File: src/rtl/dut_req_arbiter_if.sv
// Request/output bundle between N requesters, the arbiter and the downstream dut slave port.
// Requester i occupies slice [i*W +: W] of each packed req_* vector.
interface dut_req_arbiter_if #(
  parameter int N      = 4,
  parameter int CMD_W  = 2,
  parameter int ADR_W  = 3,
  parameter int DATA_W = 3
);
  localparam int SRC_W = (N > 1) ? $clog2(N) : 1;

  logic [N-1:0]        req_valid;
  logic [N-1:0]        req_lock;
  logic [N*CMD_W-1:0]  req_cmd;
  logic [N*ADR_W-1:0]  req_adr;
  logic [N*DATA_W-1:0] req_data;
  logic [N-1:0]        req_ready;
  logic                m_valid;
  logic                m_ready;
  logic [CMD_W-1:0]    m_cmd;
  logic [ADR_W-1:0]    m_adr;
  logic [DATA_W-1:0]   m_data;
  logic [SRC_W-1:0]    m_src;

  modport slave (
    input  req_valid, req_lock, req_cmd, req_adr, req_data, m_ready,
    output req_ready, m_valid, m_cmd, m_adr, m_data, m_src
  );

  modport master (
    output req_valid, req_lock, req_cmd, req_adr, req_data, m_ready,
    input  req_ready, m_valid, m_cmd, m_adr, m_data, m_src
  );
endinterface

File: src/rtl/dut_req_arbiter.sv
// Round-robin arbiter with locked bursts into a single registered output stage; NOP beats are
// consumed without forwarding. Latency 1 cycle; req_ready only while the output stage can load.
module dut_req_arbiter #(
  parameter int N         = 4,
  parameter int CMD_W     = 2,
  parameter int ADR_W     = 3,
  parameter int DATA_W    = 3,
  parameter int MAX_BURST = 4
) (
  input  logic              clk,
  input  logic              rst_n,
  dut_req_arbiter_if.slave  arb_if
);
  localparam int SRC_W = (N > 1) ? $clog2(N) : 1;
  localparam int CNT_W = $clog2(MAX_BURST + 1);

  typedef enum logic {ST_ARB, ST_LOCKED} state_t;

  state_t            state_q, state_d;
  logic [SRC_W-1:0]  rr_ptr_q, rr_ptr_d;
  logic [SRC_W-1:0]  owner_q, owner_d;
  logic [CNT_W-1:0]  burst_cnt_q, burst_cnt_d;
  logic              m_valid_q, m_valid_d;
  logic [CMD_W-1:0]  m_cmd_q, m_cmd_d;
  logic [ADR_W-1:0]  m_adr_q, m_adr_d;
  logic [DATA_W-1:0] m_data_q, m_data_d;
  logic [SRC_W-1:0]  m_src_q, m_src_d;

  logic              load_en;
  logic              scan_vld;
  logic [SRC_W-1:0]  scan_idx;
  logic [SRC_W-1:0]  scan_try;
  logic              sel_vld;
  logic [SRC_W-1:0]  sel;
  logic [N-1:0]      ready_vec;
  logic [CMD_W-1:0]  sel_cmd;
  logic [ADR_W-1:0]  sel_adr;
  logic [DATA_W-1:0] sel_data;
  logic [CNT_W-1:0]  new_cnt;

  assign load_en = !m_valid_q || arb_if.m_ready;

  // First valid requester after the last grant, wrapping modulo N.
  always_comb begin
    scan_vld = 1'b0;
    scan_idx = rr_ptr_q;
    scan_try = rr_ptr_q;
    for (int k = 1; k <= N; k++) begin
      scan_try = SRC_W'((int'(rr_ptr_q) + k) % N);
      if (!scan_vld && arb_if.req_valid[scan_try]) begin
        scan_vld = 1'b1;
        scan_idx = scan_try;
      end
    end
  end

  // A locked owner keeps priority only while it still presents a beat.
  always_comb begin
    sel     = scan_idx;
    sel_vld = load_en && scan_vld;
    if (state_q == ST_LOCKED && arb_if.req_valid[owner_q]) begin
      sel     = owner_q;
      sel_vld = load_en;
    end
  end

  always_comb begin
    ready_vec = '0;
    for (int i = 0; i < N; i++) begin
      ready_vec[i] = sel_vld && (sel == SRC_W'(i));
    end
  end

  assign sel_cmd  = arb_if.req_cmd[int'(sel)*CMD_W +: CMD_W];
  assign sel_adr  = arb_if.req_adr[int'(sel)*ADR_W +: ADR_W];
  assign sel_data = arb_if.req_data[int'(sel)*DATA_W +: DATA_W];

  always_comb begin
    state_d     = state_q;
    rr_ptr_d    = rr_ptr_q;
    owner_d     = owner_q;
    burst_cnt_d = burst_cnt_q;
    m_valid_d   = m_valid_q;
    m_cmd_d     = m_cmd_q;
    m_adr_d     = m_adr_q;
    m_data_d    = m_data_q;
    m_src_d     = m_src_q;
    new_cnt     = CNT_W'(1);
    if (sel_vld) begin
      // LOCKED implies burst_cnt_q < MAX_BURST, so the increment cannot wrap.
      if (state_q == ST_LOCKED && sel == owner_q) begin
        new_cnt = burst_cnt_q + CNT_W'(1);
      end
      rr_ptr_d    = sel;
      owner_d     = sel;
      burst_cnt_d = new_cnt;
      state_d     = (arb_if.req_lock[sel] && new_cnt < CNT_W'(MAX_BURST)) ? ST_LOCKED : ST_ARB;
      if (sel_cmd != '0) begin
        m_valid_d = 1'b1;
        m_cmd_d   = sel_cmd;
        m_adr_d   = sel_adr;
        m_data_d  = sel_data;
        m_src_d   = sel;
      end else if (arb_if.m_ready) begin
        m_valid_d = 1'b0;
      end
    end else if (arb_if.m_ready) begin
      m_valid_d = 1'b0;
    end
  end

  always_ff @(posedge clk or negedge rst_n) begin
    if (!rst_n) begin
      state_q     <= ST_ARB;
      rr_ptr_q    <= SRC_W'(N - 1);
      owner_q     <= '0;
      burst_cnt_q <= '0;
      m_valid_q   <= 1'b0;
      m_cmd_q     <= '0;
      m_adr_q     <= '0;
      m_data_q    <= '0;
      m_src_q     <= '0;
    end else begin
      state_q     <= state_d;
      rr_ptr_q    <= rr_ptr_d;
      owner_q     <= owner_d;
      burst_cnt_q <= burst_cnt_d;
      m_valid_q   <= m_valid_d;
      m_cmd_q     <= m_cmd_d;
      m_adr_q     <= m_adr_d;
      m_data_q    <= m_data_d;
      m_src_q     <= m_src_d;
    end
  end

  assign arb_if.req_ready = ready_vec;
  assign arb_if.m_valid   = m_valid_q;
  assign arb_if.m_cmd     = m_cmd_q;
  assign arb_if.m_adr     = m_adr_q;
  assign arb_if.m_data    = m_data_q;
  assign arb_if.m_src     = m_src_q;
endmodule

File: src/flat_wrapper.sv
// flat-port wrapper written by rule: the top's interface ports become plain ports
module dut_req_arbiter_flat 
#(
  parameter int N         = 4,
  parameter int CMD_W     = 2,
  parameter int ADR_W     = 3,
  parameter int DATA_W    = 3,
  parameter int MAX_BURST = 4
)
  (clk, rst_n, arb_if_req_valid, arb_if_req_lock, arb_if_req_cmd, arb_if_req_adr, arb_if_req_data, arb_if_m_ready, arb_if_req_ready, arb_if_m_valid, arb_if_m_cmd, arb_if_m_adr, arb_if_m_data, arb_if_m_src);
  dut_req_arbiter_if #(.N(N), .CMD_W(CMD_W), .ADR_W(ADR_W), .DATA_W(DATA_W)) arb_if_i ();
  input  logic clk;
  input  logic rst_n;
  input wire logic [$bits(arb_if_i.req_valid)-1:0] arb_if_req_valid;
  input wire logic [$bits(arb_if_i.req_lock)-1:0] arb_if_req_lock;
  input wire logic [$bits(arb_if_i.req_cmd)-1:0] arb_if_req_cmd;
  input wire logic [$bits(arb_if_i.req_adr)-1:0] arb_if_req_adr;
  input wire logic [$bits(arb_if_i.req_data)-1:0] arb_if_req_data;
  input wire logic [$bits(arb_if_i.m_ready)-1:0] arb_if_m_ready;
  output wire logic [$bits(arb_if_i.req_ready)-1:0] arb_if_req_ready;
  output wire logic [$bits(arb_if_i.m_valid)-1:0] arb_if_m_valid;
  output wire logic [$bits(arb_if_i.m_cmd)-1:0] arb_if_m_cmd;
  output wire logic [$bits(arb_if_i.m_adr)-1:0] arb_if_m_adr;
  output wire logic [$bits(arb_if_i.m_data)-1:0] arb_if_m_data;
  output wire logic [$bits(arb_if_i.m_src)-1:0] arb_if_m_src;
  assign arb_if_i.req_valid = arb_if_req_valid;
  assign arb_if_i.req_lock = arb_if_req_lock;
  assign arb_if_i.req_cmd = arb_if_req_cmd;
  assign arb_if_i.req_adr = arb_if_req_adr;
  assign arb_if_i.req_data = arb_if_req_data;
  assign arb_if_i.m_ready = arb_if_m_ready;
  assign arb_if_req_ready = arb_if_i.req_ready;
  assign arb_if_m_valid = arb_if_i.m_valid;
  assign arb_if_m_cmd = arb_if_i.m_cmd;
  assign arb_if_m_adr = arb_if_i.m_adr;
  assign arb_if_m_data = arb_if_i.m_data;
  assign arb_if_m_src = arb_if_i.m_src;
  dut_req_arbiter #(.N(N), .CMD_W(CMD_W), .ADR_W(ADR_W), .DATA_W(DATA_W), .MAX_BURST(MAX_BURST)) u_core (.clk(clk), .rst_n(rst_n), .arb_if(arb_if_i));
endmodule
File: config.mk
export PLATFORM = sky130hd
export DESIGN_NAME = dut_req_arbiter_flat
export DESIGN_NICKNAME = d
export VERILOG_FILES = /design/src/rtl/dut_req_arbiter_if.sv /design/src/rtl/dut_req_arbiter.sv /design/src/flat_wrapper.sv
export SDC_FILE = /design/constraint.sdc
export NUM_CORES = 1
export LEC_CHECK = 0
export CAP_MARGIN = 20
export CORE_MARGIN = 5
export CORE_UTILIZATION = 40
export CTS_CLUSTER_SIZE = 12
export DETAILED_ROUTE_END_ITERATION = 6
export GPL_TIMING_DRIVEN = 0
export PLACE_DENSITY = 0.86
export SYNTH_ARGS = -nofsm -noshare
export SYNTH_HDL_FRONTEND = slang
export SYNTH_SLANG_ARGS = --single-unit
File: constraint.sdc
create_clock -name clk -period 2.45 [get_ports clk]
set_clock_uncertainty 0.15 [all_clocks]
set_input_delay 0.49 -clock clk [delete_from_list [all_inputs] [get_ports clk]]
set_output_delay 0.49 -clock clk [all_outputs]
set_load 0.01 [all_outputs]
Word-level counts from Yosys, hierarchy flattened --
Cells that the tools add are included.
Word-level totals: flip-flop bits (word level) 19, bits of input ports 43, output and inout bits 15, logic and storage cells 76
Cells by class: order comparisons 7, shifts and indexed selects 3, $mul 1, reductions and logical operators 19, equal/unequal tests 4, add/subtract/negate cells 5, muxes and demuxes 28
Operators by type and width (number):
- 12-bit by 32-bit indexed part select with 3-bit output | 2
- 2-bit by 3-bit less-than comparator with 1-bit output, second input constant | 6
- 1-bit 2-to-1 mux | 15
- 1-bit binary-select mux with 2-bit select | 6
- 1-bit logical AND | 11
- 2-bit 2-to-1 mux | 5
- 8-bit by 4-bit indexed part select with 2-bit output | 1
- 3-bit 2-to-1 mux | 2
- 2-bit by 1-bit adder with 2-bit output, second input constant | 2
- 2-bit adder, second input constant | 2
- 2-bit equality test, second input constant | 2
- 1-bit logical NOT | 4
- 2-bit by 2-bit multiplier with 4-bit output, second input constant | 1
- 3-bit by 1-bit adder with 3-bit output, second input constant | 1
- 3-bit less-than comparator, second input constant | 1
- 2-bit by 1-bit equality test with 1-bit output, second input constant | 1
- 2-bit equality test | 1
- 2-bit logical NOT | 1
- 2-bit AND reduction | 1
- 2-bit nonzero test | 1
- 1-bit logical OR | 1

Depth between registers and ports, before layout --
Gate-level depths: netlist of run 1.
depth in word-level cells 21, gate-level depth with buffers 10, depth with buffers taken out 7

Worst setup path before layout of run 1 --
OpenSTA, ideal clock, no wires.
path kind reg2out, start register u_core.rr_ptr_q[1], end output port arb_if_req_ready[0], slack -0.122 ns, stages on the path, launching flop included 9, buffers on the path 2, arrival time 1.932 ns, cell sequence dfstp_2 buf_6 mux2i_1 nor2_1 o31ai_2 and2_1 buf_2 nand2_1 nor2_1
On the way: longest elaborated chain between the ends 16, elaborated cells on any way between the ends 31, those cells by class add/sub: 4; mux: 18; reduce/logical: 9
RTL lines:
- from (decl) | RTL line dut_req_arbiter.sv:20 | logic [SRC_W-1:0] rr_ptr_q, rr_ptr_d;
- from (signal assigned) | RTL line dut_req_arbiter.sv:115 | rr_ptr_q <= SRC_W'(N - 1);
- from (signal assigned) | RTL line dut_req_arbiter.sv:125 | rr_ptr_q <= rr_ptr_d;
- 2-bit by 1-bit adder with 2-bit output | RTL line dut_req_arbiter.sv:49 | scan_try = SRC_W'((int'(rr_ptr_q) + k) % N);
- 1-bit binary-select mux with 2-bit select | RTL line dut_req_arbiter.sv:50 | if (!scan_vld && arb_if.req_valid[scan_try]) begin
- 1-bit 2-to-1 mux (implied by the code) | RTL line dut_req_arbiter.sv:50
- 1-bit 2-to-1 mux | RTL line dut_req_arbiter.sv:50
- 1-bit logical NOT | RTL line dut_req_arbiter.sv:50
- 1-bit logical AND | RTL line dut_req_arbiter.sv:50
- 1-bit 2-to-1 mux | RTL line dut_req_arbiter.sv:50
- 1-bit logical NOT | RTL line dut_req_arbiter.sv:50
- 1-bit logical AND | RTL line dut_req_arbiter.sv:50
- 1-bit 2-to-1 mux | RTL line dut_req_arbiter.sv:50
- 1-bit logical NOT | RTL line dut_req_arbiter.sv:50
- 1-bit logical AND | RTL line dut_req_arbiter.sv:50
- 2-bit 2-to-1 mux / 1-bit 2-to-1 mux (equally long branches) | RTL line dut_req_arbiter.sv:50
- 2-bit 2-to-1 mux / 1-bit logical AND (equally long branches) | RTL line dut_req_arbiter.sv:61, dut_req_arbiter.sv:60
- 2-bit logical NOT / 1-bit 2-to-1 mux (equally long branches) | RTL line dut_req_arbiter.sv:70, dut_req_arbiter.sv:61
- 1-bit logical AND (*) | RTL line dut_req_arbiter.sv:70 | ready_vec[i] = sel_vld && (sel == SRC_W'(i));
- to (decl) | RTL line flat_wrapper.sv:20 | output wire logic [$bits(arb_if_i.req_ready)-1:0] arb_if_req_ready;
Every way passes the cells marked *; elsewhere a longest branch is shown, timed or not. The select of a mux whose other input is x is not followed.

Worst setup path after layout of run 1 --
Same ends and word-level chain as after synthesis.

==> out/summary.txt, run 1 <==
Worst-path fanout max: 5
Delay-heaviest family, CP: flip-flops
First-pass GRT wire length: 7400 um
Critical Path Start: u_core.rr_ptr_q[1]
DIE HEIGHT: 71.0 um
# DRC: 0
Total track usage: 18.1%
Syn nets: 199
Setup ws final: -0.286 ns
Initial antenna violation count: 0
Worst r2r src: u_core.rr_ptr_q[1]
Ant. Diodes: 0
Remaining global-route overflow: 0
Leak Pwr: 0.00110 uW
Commonest cells post-synth: mux2i_1, nand2_1, dfrtp_1, nor2_1
Reg2reg setup slack: -0.23 ns
Root Driver: clkbuf_8
WP buf/inv: 2
Synth area leaders: dfrtp_1, mux2i_1, mux2_4
Layout net count: 280
CTS Buf Count: 3
Reg2Reg Depth: 8
DR iter-0 viols: 80
FF+latch count, synth: 19
Shortest period the worst path allows: 2.74 ns
Fill cell count: 299
Layout area overhead: 66.7%
Fraction of registers with async set/reset: 100%
Cell count along the critical path: 8
Routed wire length: 4610 um
Vias per cell: 5.35
Met2 usage: 32.0%
Antenna-violating nets left: 0
Clock transition at the registers of the reported paths: 0.07 ns
I/O Pins: 58
FMAX: 365 MHz
Post-DP HPWL: 3030 um
Worst Path Required: 1.81 ns
Placed cells: 260
Sequential fraction of the synthesis area: 32.1%
Status: complete, but fails checks
Final-report max-slew violation count: 0
Top-count cell post-synth: mux2i_1
Die Wd: 71.0 um
Worst Setup End Kind: primary output
GR peak layer: met2
Clk Latency, worst-skew pair: 0.25 ns
Routing usage on met1: 22.3%
Hold path depth: 1
FF-to-FF End: u_core.arb_if.m_data[0]
RSZ-0062 raised after global routing: true
Clock sinks: 19
Post-route cell area: 2480 um^2
CP Class: flip-flop to primary output
Largest net degree at the start of global routing: 20
CP arrival: 2.10 ns
Hold crit path type: flip-flop to flip-flop
Max cap viols: 0
Synthesis warning total: 0
Die area: 5040 um^2
# H-tree levels: 1
Syn Inst Count: 155
CP endpoint: arb_if_req_ready[0]
Final Hold Viols: 0
Layout cells sized above 1: 31.9%
Port Buffers: 57
Max clock buf depth: 2
DR WL/cell: 16.3 um
Final GP Congestion: 0.824
Peak VDD IR: 0.801 mV
Synth Cell Area: 1490 um^2
Slew headroom: 44.4%
Core area: 3630 um^2
Top FF cell, synth: dfrtp_1
Final core utilization: 68.3%
Failing checks: setup timing
Worst slew pin tran: 0.831 ns
CP Launch Type: flip-flop
Worst path max stage delay: 0.55 ns
Layout Cells excl Fill: 283
GR Util met3: 3.98%
Slowest-stage cell, CP: dfstp_2
Detailed Routing Iterations Pass 1: 4
CTS tree: yes
Starting Density: 40.9%
Pwr per Cell Area: 1390 nW/um^2
Synth area leader: dfrtp_1
EDFF count, synth: 0
Std-Cell Rows: 22
DR vias: 1514
Avg Inst Size Synth: 9.60 um^2
DP Area: 2130 um^2
Count of cell types in the netlist: 46
Final period util: 112%
Number of global-route vias before repair: 1524
Final setup viols: 14
Share of the synthesized area in the top cell type: 28.6%
Cell Chain, Critical Path: buf_6 -> mux2i_4 -> nor2_4 -> o31ai_4 -> and2_4 -> nand2_8 -> nor2_2 -> buf_2
CTS Hold Buffers Added: 0
## cell type report
cell class / count / area [um^2] / area share [%]
plain buffers: 4 / 47.5 / 1.92
flip-flops and latches: 19 / 478 / 19.3
inverters: 6 / 22.5 / 0.908
clock buffers: 3 / 41.3 / 1.66
repair buffers: 79 / 728 / 29.4
well taps: 48 / 60.1 / 2.42
clock inverters: 1 / 5.00 / 0.202
multi-input cells: 123 / 1100 / 44.2
## worst min-delay path by stage
stage	from	to	slack, ns
2_1_floorplan	rst_n	u_core.arb_if.m_adr[0]	0.04
3_5_place_dp	u_core.arb_if.m_cmd[0]	u_core.arb_if.m_cmd[0]	0.32
6_report	u_core.burst_cnt_q[0]	u_core.burst_cnt_q[0]	0.33
5_1_grt	u_core.arb_if.m_cmd[0]	u_core.arb_if.m_cmd[0]	0.35
3_3_place_gp	u_core.burst_cnt_q[0]	u_core.burst_cnt_q[0]	0.31
4_1_cts	u_core.burst_cnt_q[0]	u_core.burst_cnt_q[0]	0.33
## cells by family (layout without fill, tap and decap cells)
family	after synthesis	after routing	share of synthesized area (%)
AND/OR/NAND/NOR	53	53	19.0
multiplexers	35	35	26.7
AO/OA/AOI/OAI	33	33	16.1
flip-flops	19	19	32.1
buffers and inverters	13	93	4.63
adder cells (fa/ha/maj)	1	1	0.841
XOR/XNOR	1	1	0.589
## timing repair
item | CTS | global route
endpoints found under the hold margin | 0 | 0
resized for setup | 54 | 9
endpoints found under the setup margin | 23 | 17
cloned | 1 | 0
setup buffers | 13 | 9
pin swaps | 12 | 9
## layer usage
metal,share of wire [%],vias up
met5,0,-
met2,50,50
met3,5.3,11
li1,-,727
met1,41,726
met4,2.8,0
## stage by stage
stage | power [uW] | hold slack (ns) | setup slack, ns | TNS, ns
after floorplan | 2060 | 0.0444 | -0.0706 | -0.641
after global placement | 2610 | 0.310 | -1.33 | -14.23
after detailed placement | 2660 | 0.323 | -1.39 | -15.41
after CTS | 3290 | 0.331 | -0.288 | -2.87
after global routing | 3670 | 0.351 | -0.359 | -4.37
final | 3450 | 0.330 | -0.286 | -3.18
## registers in the layout, indices dropped and copies added, names as in the netlist
name	cells
u_core.arb_if.m_valid	1
u_core.burst_cnt_q	3
u_core.arb_if.m_cmd	2
u_core.owner_q	2
u_core.state_q	1
u_core.arb_if.m_adr	3
u_core.arb_if.m_src	2
u_core.arb_if.m_data	3
u_core.rr_ptr_q	2
## cells in the final DEF (no fill, tap or decap), drive strengths merged, types with 2 or more instances in the layout
cell type	n
a21boi	2
a21oi	5
and2	2
and3	2
buf	29
clkbuf	5
clkdlybuf4s50	49
dfrtp	17
dfstp	2
dlygate4sd2	3
inv	6
mux2	10
mux2i	25
nand2	18
nand2b	2
nand3	2
nor2	12
nor2b	3
nor3	4
nor4b	2
o21a	5
o21ai	9
o221a	2
o22ai	2
o31ai	2
or2	2
or3	3
## power by group
part | switching [uW] | internal [uW]
sequential | 118 | 488
clock | 106 | 113
combinational | 1190 | 1440
Power figures use the tool's default switching activity.
==> run 2, diff against run 1 <==
CAP_MARGIN = 30   (was 20)
==> results of run 2 <==
Final layout, timing and power as in run 1 (identical DEF).
==> RTL change: new RTL, flow settings as in run 2 <==
`MAX_BURST` is set to 4 in 2 places; all go to 8.
--- a/src/rtl/dut_req_arbiter.sv
+++ b/src/rtl/dut_req_arbiter.sv
@@ -5,7 +5,7 @@
   parameter int CMD_W     = 2,
   parameter int ADR_W     = 3,
   parameter int DATA_W    = 3,
-  parameter int MAX_BURST = 4
+  parameter int MAX_BURST = 8
 ) (
   input  logic              clk,
   input  logic              rst_n,
--- a/src/flat_wrapper.sv
+++ b/src/flat_wrapper.sv
@@ -5,7 +5,7 @@
   parameter int CMD_W     = 2,
   parameter int ADR_W     = 3,
   parameter int DATA_W    = 3,
-  parameter int MAX_BURST = 4
+  parameter int MAX_BURST = 8
 )
   (clk, rst_n, arb_if_req_valid, arb_if_req_lock, arb_if_req_cmd, arb_if_req_adr, arb_if_req_data, arb_if_m_ready, arb_if_req_ready, arb_if_m_valid, arb_if_m_cmd, arb_if_m_adr, arb_if_m_data, arb_if_m_src);
   dut_req_arbiter_if #(.N(N), .CMD_W(CMD_W), .ADR_W(ADR_W), .DATA_W(DATA_W)) arb_if_i ();
Behaviour: not the same (a bounded check fails within 10 cycles, from zero or initial values and one cycle with rst_n low).
==> RTL change against run 2 <==
- the flow still finishes with violations (setup timing)
- design area is 1.6% lower
- maximum frequency is 2.8% lower
- routed wire length is 5.7% lower
- synthesized area is 1.4% lower
- power is 3.4% higher
- sequential cell count is 1 higher
- synthesized cell count is 9.7% lower
- setup slack worse by 79 ps
- global-route usage is 1.3 points lower
- critical path type is now primary input to primary output
- largest cell class unchanged
==> RTL change: results (changes against run 2) <==
| Metric | Value |
|---|---|
| Worst R2R Start | `u_core.rr_ptr_q[1] (unchanged)` |
| Critical path fanouts, max | `9 (was 5)` |
| P_clk | `0.000254 W (was 0.000219 W)` |
| Share of cells above drive strength 1 | `32.6% (was 31.9%)` |
| IO buf count | `56 (was 57)` |
| Worst slew pin tran | `909 ps (was 831 ps)` |
| Adder-cell share of the synthesized area | `0.853% (was 0.841%)` |
| Syn nets | `184 (was 199)` |
| Critical path origin | `arb_if_req_valid[2] (was u_core.rr_ptr_q[1])` |
| CTS clk-pin slew, worst paths | `70 ps (about the same)` |
| Setup bufs post-CTS | `17 (was 13)` |
| HPWL Detailed | `2.84 mm (was 3.03 mm)` |
| WL final | `4.35 mm (was 4.61 mm)` |
| Top cells by area, synth | `dfrtp_1 31%, mux2i_1 20%, mux2_4 7.2% (was dfrtp_1 29%, mux2i_1 16%, mux2_4 8.1%)` |
| Post-cts sizing count | `44 (was 54)` |
| Slowest cell on crit path | `o32a_1 (was dfstp_2)` |
| R2r worst-path depth | `9 (was 8)` |
| Xor/xnor share of the synthesized area | `0.597% (was 0.589%)` |
| Peak VDD IR | `0.000811 V (was 0.000801 V)` |
| Setup TNS Final | `-3460 ps (was -3180 ps)` |
| Tot GR Track Use | `16.9% (was 18.1%)` |
| Mux cell area share after synthesis | `30.8% (was 26.7%)` |
| Iter 0 DRT Violations | `58 (was 80)` |
| CP peak stage delay | `390 ps (was 550 ps)` |
| Final Worst Setup Slack | `-365 ps (was -286 ps)` |
| Final net count | `269 (was 280)` |
| Sequential area share after synthesis | `34.3% (was 32.1%)` |
| Status | `complete, but fails checks (unchanged)` |
| Synth cell types | `44 (was 46)` |
| # setup viols final | `13 (was 14)` |
| Critical path data arrival time | `2180 ps (was 2100 ps)` |
| Pre-CTS setup slack | `-1300 ps (was -1390 ps)` |
| Pleak | `1.10 nW (about the same)` |
| Routability cong. | `0.842 (was 0.824)` |
| Max reg flops | `4` |
| Reg-to-reg endpoint | `u_core.arb_if.m_adr[0] (was u_core.arb_if.m_data[0])` |
| Drt via density | `5.37 (was 5.35)` |
| First-pass GRT wire length | `6.85 mm (was 7.40 mm)` |
| Top post-synthesis cells by count | `29 x mux2i_1, 18 x dfrtp_1, 9 x nor2_1 (was 24 x mux2i_1, 18 x nand2_1, 17 x dfrtp_1)` |
| Number of global-route vias before repair | `1474 (was 1524)` |
| Crit path to | `arb_if_req_ready[3] (was arb_if_req_ready[0])` |
| Compound-gate portion of the synthesized area | `14.2% (was 16.1%)` |
| Failing checks | `setup timing (unchanged)` |
| Clock root buffer | `clkbuf_8 (unchanged)` |
| R2R Setup Slk | `-270 ps (was -230 ps)` |
## RTL change: stage by stage
stage / instance area (µm²) / util, % / hold slack [ps] / instances / power (W)
after floorplan: 1470 / - / 44.4 / 140 / 0.00201
after global routing: 2440 / 67.7 / 382 / 272 / 0.00379
after detailed placement: 2090 / 58.0 / 340 / 244 / 0.00261
after CTS: 2330 / 64.6 / 350 / 264 / 0.00328
after global placement: 2090 / 58.0 / 321 / 244 / 0.00256
final: 2440 / 67.7 / 359 / 272 / 0.00357
## RTL change: layout make-up
cell class | instances | share of cell area [%]
timing repair buffer | 82 | 31.7
multi-input combinational | 107 | 39.9
inverter | 6 | 0.923
tap | 48 | 2.46
buffer | 5 | 2.05
clock buffer | 4 | 2.26
sequential | 20 | 20.7
## RTL change: worst min-delay path by stage
stage,startpoint,endpoint,slack [ps]
6_report,u_core.burst_cnt_q[2],u_core.burst_cnt_q[2],360
3_3_place_gp,u_core.burst_cnt_q[2],u_core.burst_cnt_q[2],320
4_1_cts,u_core.burst_cnt_q[2],u_core.burst_cnt_q[2],350
3_5_place_dp,u_core.burst_cnt_q[2],u_core.burst_cnt_q[2],340
2_1_floorplan,rst_n,u_core.arb_if.m_adr[0],40
5_1_grt,u_core.arb_if.m_valid,u_core.arb_if.m_valid,380
## RTL change: layer usage
metal	vias up	track usage [%]	part of all wire, %
met5	-	0	0
met4	0	6.26	2.4
met3	10	4.12	6.4
met2	59	27.1	48
met1	706	22.1	43
li1	686	-	-
## RTL change: critical path, delay by kind of cell
family	cells	cell delay, ps
buffers and inverters	3	450
AO/OA/AOI/OAI	2	690
AND/OR/NAND/NOR	3	530
